$ cat config.mk
export PLATFORM = sky130hd
export DESIGN_NAME = processor_run_monitor
export DESIGN_NICKNAME = d
export VERILOG_FILES = /design/src/rtl/processor_run_monitor.sv
export SDC_FILE = /design/constraint.sdc
export NUM_CORES = 1
export LEC_CHECK = 0
export ABC_AREA = 1
export BUFFER_PORTS_ARGS = -buffer_cell sky130_fd_sc_hd__buf_2
export CORE_UTILIZATION = 30
export CTS_BUF_LIST = sky130_fd_sc_hd__clkbuf_16
export DETAILED_ROUTE_END_ITERATION = 8
export HOLD_SLACK_MARGIN = 0.05
export PLACE_DENSITY = 0.52
export SLEW_MARGIN = 20
export SYNTH_ARGS = -nofsm -noshare
export SYNTH_HDL_FRONTEND = slang
export SYNTH_SLANG_ARGS = --single-unit
$ cat constraint.sdc
create_clock -name clk -period 4.9 [get_ports clk]
set_input_delay 0.49 -clock clk [delete_from_list [all_inputs] [get_ports clk]]
set_output_delay 0.49 -clock clk [all_outputs]
set_load 0.02 [all_outputs]
$ cat src/rtl/processor_run_monitor.sv
// Run controller and cycle monitor for a small processor array: launches enabled
// cores on go, records per-core finish latency, and ends on completion or timeout.
//
// state | meaning
// IDLE  | after reset, waiting for go
// RUN   | start asserted to enabled cores, cycle counter running
// DONE  | run ended, results held until the next go
module processor_run_monitor #(
  parameter int NUM_CORES      = 2,
  parameter int CNT_W          = 16,
  parameter int TIMEOUT_CYCLES = 1000
) (
  input  logic                       clk,
  input  logic                       reset,
  input  logic                       go,
  input  logic [NUM_CORES-1:0]       core_en,
  input  logic [NUM_CORES-1:0]       finish_process,
  output logic [NUM_CORES-1:0]       start,
  output logic                       busy,
  output logic                       done,
  output logic                       timeout,
  output logic [NUM_CORES-1:0]       finish_mask,
  output logic [CNT_W-1:0]           cycle_count,
  output logic [NUM_CORES*CNT_W-1:0] latency_flat
);

  if (NUM_CORES < 1 || NUM_CORES > 16) begin : g_bad_cores
    $error("processor_run_monitor: NUM_CORES must be 1..16");
  end
  if (TIMEOUT_CYCLES < 0 || (CNT_W < 31 && TIMEOUT_CYCLES > (1 << CNT_W) - 1)) begin : g_bad_tmo
    $error("processor_run_monitor: TIMEOUT_CYCLES does not fit the cycle counter");
  end

  typedef enum logic [1:0] {
    ST_IDLE = 2'd0,
    ST_RUN  = 2'd1,
    ST_DONE = 2'd2
  } state_e;

  // Only meaningful when TIMEOUT_CYCLES != 0; the compare is gated below.
  localparam logic [CNT_W-1:0] TMO_LAST = CNT_W'(TIMEOUT_CYCLES - 1);

  state_e                 state_q;
  logic [NUM_CORES-1:0]   en_q;
  logic [NUM_CORES-1:0]   start_q;
  logic                   done_q;
  logic                   timeout_q;
  logic [NUM_CORES-1:0]   finish_mask_q;
  logic [CNT_W-1:0]       cycle_count_q;
  logic [CNT_W-1:0]       cycle_count_d;
  logic [CNT_W-1:0]       latency_q [NUM_CORES];
  logic [NUM_CORES-1:0]   fin_new;
  logic                   all_fin;
  logic                   tmo_hit;

  always_comb begin
    cycle_count_d = (cycle_count_q == '1) ? cycle_count_q : cycle_count_q + CNT_W'(1);
    fin_new       = en_q & ~finish_mask_q & finish_process;
    all_fin       = ((finish_mask_q | (finish_process & en_q)) == en_q);
    tmo_hit       = (TIMEOUT_CYCLES != 0) && (cycle_count_q == TMO_LAST);
  end

  always_ff @(posedge clk) begin
    if (reset) begin
      state_q       <= ST_IDLE;
      en_q          <= '0;
      start_q       <= '0;
      done_q        <= 1'b0;
      timeout_q     <= 1'b0;
      finish_mask_q <= '0;
      cycle_count_q <= '0;
      for (int i = 0; i < NUM_CORES; i++) latency_q[i] <= '0;
    end else begin
      case (state_q)
        ST_IDLE, ST_DONE: begin
          if (go) begin
            en_q          <= core_en;
            cycle_count_q <= '0;
            finish_mask_q <= '0;
            timeout_q     <= 1'b0;
            for (int i = 0; i < NUM_CORES; i++) latency_q[i] <= '0;
            // An empty enable mask completes immediately without touching start.
            if (core_en == '0) begin
              state_q <= ST_DONE;
              done_q  <= 1'b1;
              start_q <= '0;
            end else begin
              state_q <= ST_RUN;
              done_q  <= 1'b0;
              start_q <= core_en;
            end
          end
        end
        ST_RUN: begin
          cycle_count_q <= cycle_count_d;
          finish_mask_q <= finish_mask_q | fin_new;
          for (int i = 0; i < NUM_CORES; i++) begin
            if (fin_new[i]) latency_q[i] <= cycle_count_q;
          end
          // Completion takes priority over a timeout landing on the same edge.
          if (all_fin) begin
            state_q <= ST_DONE;
            start_q <= '0;
            done_q  <= 1'b1;
          end else if (tmo_hit) begin
            state_q   <= ST_DONE;
            start_q   <= '0;
            done_q    <= 1'b1;
            timeout_q <= 1'b1;
          end
        end
        default: state_q <= ST_IDLE;
      endcase
    end
  end

  for (genvar g = 0; g < NUM_CORES; g++) begin : g_lat
    assign latency_flat[g*CNT_W +: CNT_W] = latency_q[g];
  end

  assign busy        = (state_q == ST_RUN);
  assign start       = start_q;
  assign done        = done_q;
  assign timeout     = timeout_q;
  assign finish_mask = finish_mask_q;
  assign cycle_count = cycle_count_q;

endmodule

==> flow_metrics.tcl <==
set metrics [dict create \
    status "complete, no violations" \
    firstDrtPassIters 4 \
    synth_edf_count 32 \
    cp_slowest_stage_delay_ns 0.62 \
    drt_wl_total_um 6280 \
    fin_util 0.396 \
    cap_violations 0 \
    place_area_sq_um 3020 \
    fp.dieH_um 95.5 \
    ys_ff_latch 58 \
    num_antenna_cells 0 \
    clockRootBuffer "clkbuf_16" \
    leakage_nw 1.43 \
    die_w_um 95.5 \
    finalCritPeriodShare 0.440 \
    drc_errors 0 \
    synthToLayoutAreaGrowth_pct 25.8 \
    clock_latency_ns 0.32 \
    via_per_inst 4.55 \
    yosysUniqueCellTypes 24 \
    p_total_mw 1.22 \
    grt_pass1_vias 2086 \
    clk_path_buf_depth 2 \
    dp_hpwl_um 4490 \
    path_class "reg -> reg" \
    start_kind "flip-flop" \
    drive_gt1_frac 0.240 \
    gp_congestion 0.809 \
    async_flop_share 0 \
    ios 62 \
    tns_ns 0 \
    port_buffers 61 \
    htree_levels 3 \
    hold_violations 0 \
    max_slew.worst_pin.slew_ns 0.834 \
    wl_per_cell_um 13.0 \
    p_per_area_nw_per_um2 371 \
    rows 33 \
    rsz0062_at_grt "false" \
    nNetsFinal 382 \
    fin_crit_ns 2.16 \
    crit_chain "inv_2 > nor2_4 > inv_2 > nor2_2 > nand2_1 > nand2_1" \
    grt_max_degree 18 \
    yosysSeqAreaShare 0.565 \
    syn_inst 308 \
    cts_setup_buffers 0 \
    drt_iter0_markers 117 \
    fin_skew_ns 0.00376 \
    dr_total_vias 2204 \
    hold_path.class "reg -> reg" \
    worstPathRequired_ns 4.84 \
    core_area_sq_um 8340 \
    antenna_found_initial 0 \
    cp-end-kind "flip-flop" \
    worstPathMaxFanout 17 \
    numCtsBuffers 9 \
    vdd_drop_max_v 0.000230 \
    final_max_slew_viol_count 0 \
    fmax_ghz 0.463 \
    cts-resized-gates 0 \
    clk_pin_slew_worst_paths_ns 0.05 \
    grt_pass1_wl_um 10100 \
    synth_area_sq_um 2620 \
    syn_avg_cell_area_sq_um 8.52 \
    dieArea_sq_um 9120 \
    gr-total-overflow 0 \
    holdBufCountCts 0 \
    crit_arrival_ns 2.10 \
    slowest_stage "nand2_1" \
    final_area_sq_um 3300 \
    drt.antenna.violating_nets 0 \
    slew_headroom 0.443 \
    ys_warn_count 0 \
    cts_tree "yes" \
    synth_flop_cell "edfxtp_1" \
    grt_use_total 0.150 \
    initial_core_util 0.315 \
    cts.sinks 58 \
    synth_nets 316 \
    setup_viol_count_final 0 \
]
sequential cells by signal, summed over array words and instances (netlist names):
signal,cells
latency_q,32
cycle_count,16
en_q,2
finish_mask,2
start,2
state_q,2
done,1
timeout,1
metrics by stage:
step | hold slack [ns] | cells | setup slack, ns
6_report | 0.446 | 484 | 2.74
5_1_grt | 0.484 | 484 | 2.52
4_1_cts | 0.448 | 484 | 2.75
3_5_place_dp | 0.441 | 468 | 2.54
3_3_place_gp | 0.444 | 468 | 2.62
2_1_floorplan | 0.455 | 308 | 3.24
cells in the final DEF, fill, tap and decap left out:
cell type  instances
a21oi_1           20
edfxtp_1          32
nand4_1            9
clkbuf_16          9
nand3_4            2
o21ai_2            1
inv_2              2
nor2_4             2
buf_2             61
ha_1               1
o21ai_0            8
nor2_1            51
inv_1             38
bufinv_16          1
nor2_2             3
nand2_4            2
nand3_1           23
or2_2              5
xor2_1             1
nand2_1           76
clkinv_1           3
dfxtp_1           26
nand2_2            2
clkinv_2           1
cells in the mapped netlist (3+ instances only):
master    number  area share
or2_2          5       0.012
a21oi_1       20       0.038
nor2_2         3      0.0072
edfxtp_1      32        0.37
o21ai_0        8       0.015
nand4_1        9       0.021
nand2_1       76        0.11
dfxtp_1       26        0.20
nand3_1       23       0.044
nor2_1        51       0.073
inv_1         36       0.052
final cells by class:
type,instances,area (sq um)
Clock buffer,9,225
Clock inverter,7,53.8
Fill cell,878,5040
Inverter,38,143
Multi-Input combinational cell,206,961
Sequential cell,58,1480
Tap cell,105,131
Timing Repair Buffer,61,305
per-layer routing:
metal / wire length (um) / global-route usage / vias up
li1: - / - / 1139
met1: 2840 / 0.184 / 994
met2: 2950 / 0.248 / 64
met3: 403 / 0.0486 / 7
met4: 81 / 0.0522 / 0
met5: 0 / 0 / -
worst max-delay path: cells and delay by family, from the launching register on:
kind / cells / cell delay, ns
and+or+nand+nor: 4 / 1.19
DFF: 1 / 0.36
buffers and inverters: 2 / 0.23
path summary, 6_finish.rpt:
check	from	to	slack, ns	cells after the start
min reg2reg	timeout	timeout	0.45	2
max reg2reg	state_q[0]	latency_q[0][26]	2.74	6
min	timeout	timeout	0.45	2
max	state_q[0]	latency_q[0][26]	2.74	6
power by group:
| group | internal (mW) | switching [mW] | leakage, nW |
|---|---|---|---|
| clock | 0.382 | 0.193 | 0.144 |
| combinational | 0.0286 | 0.0757 | 0.723 |
| sequential | 0.537 | 0.00846 | 0.563 |
cell families (layout without fill, tap and decap cells):
logic type,after synthesis,after routing,share of synthesized area
AO/OA/AOI/OAI,29,29,0.0568
XOR/XNOR,1,1,0.00334
adder cells (fa/ha/maj),1,1,0.00477
buffers and inverters,44,115,0.0691
flip-flops,58,58,0.565
AND/OR/NAND/NOR,175,175,0.301
No activity file was read; power rests on OpenSTA's default activity.
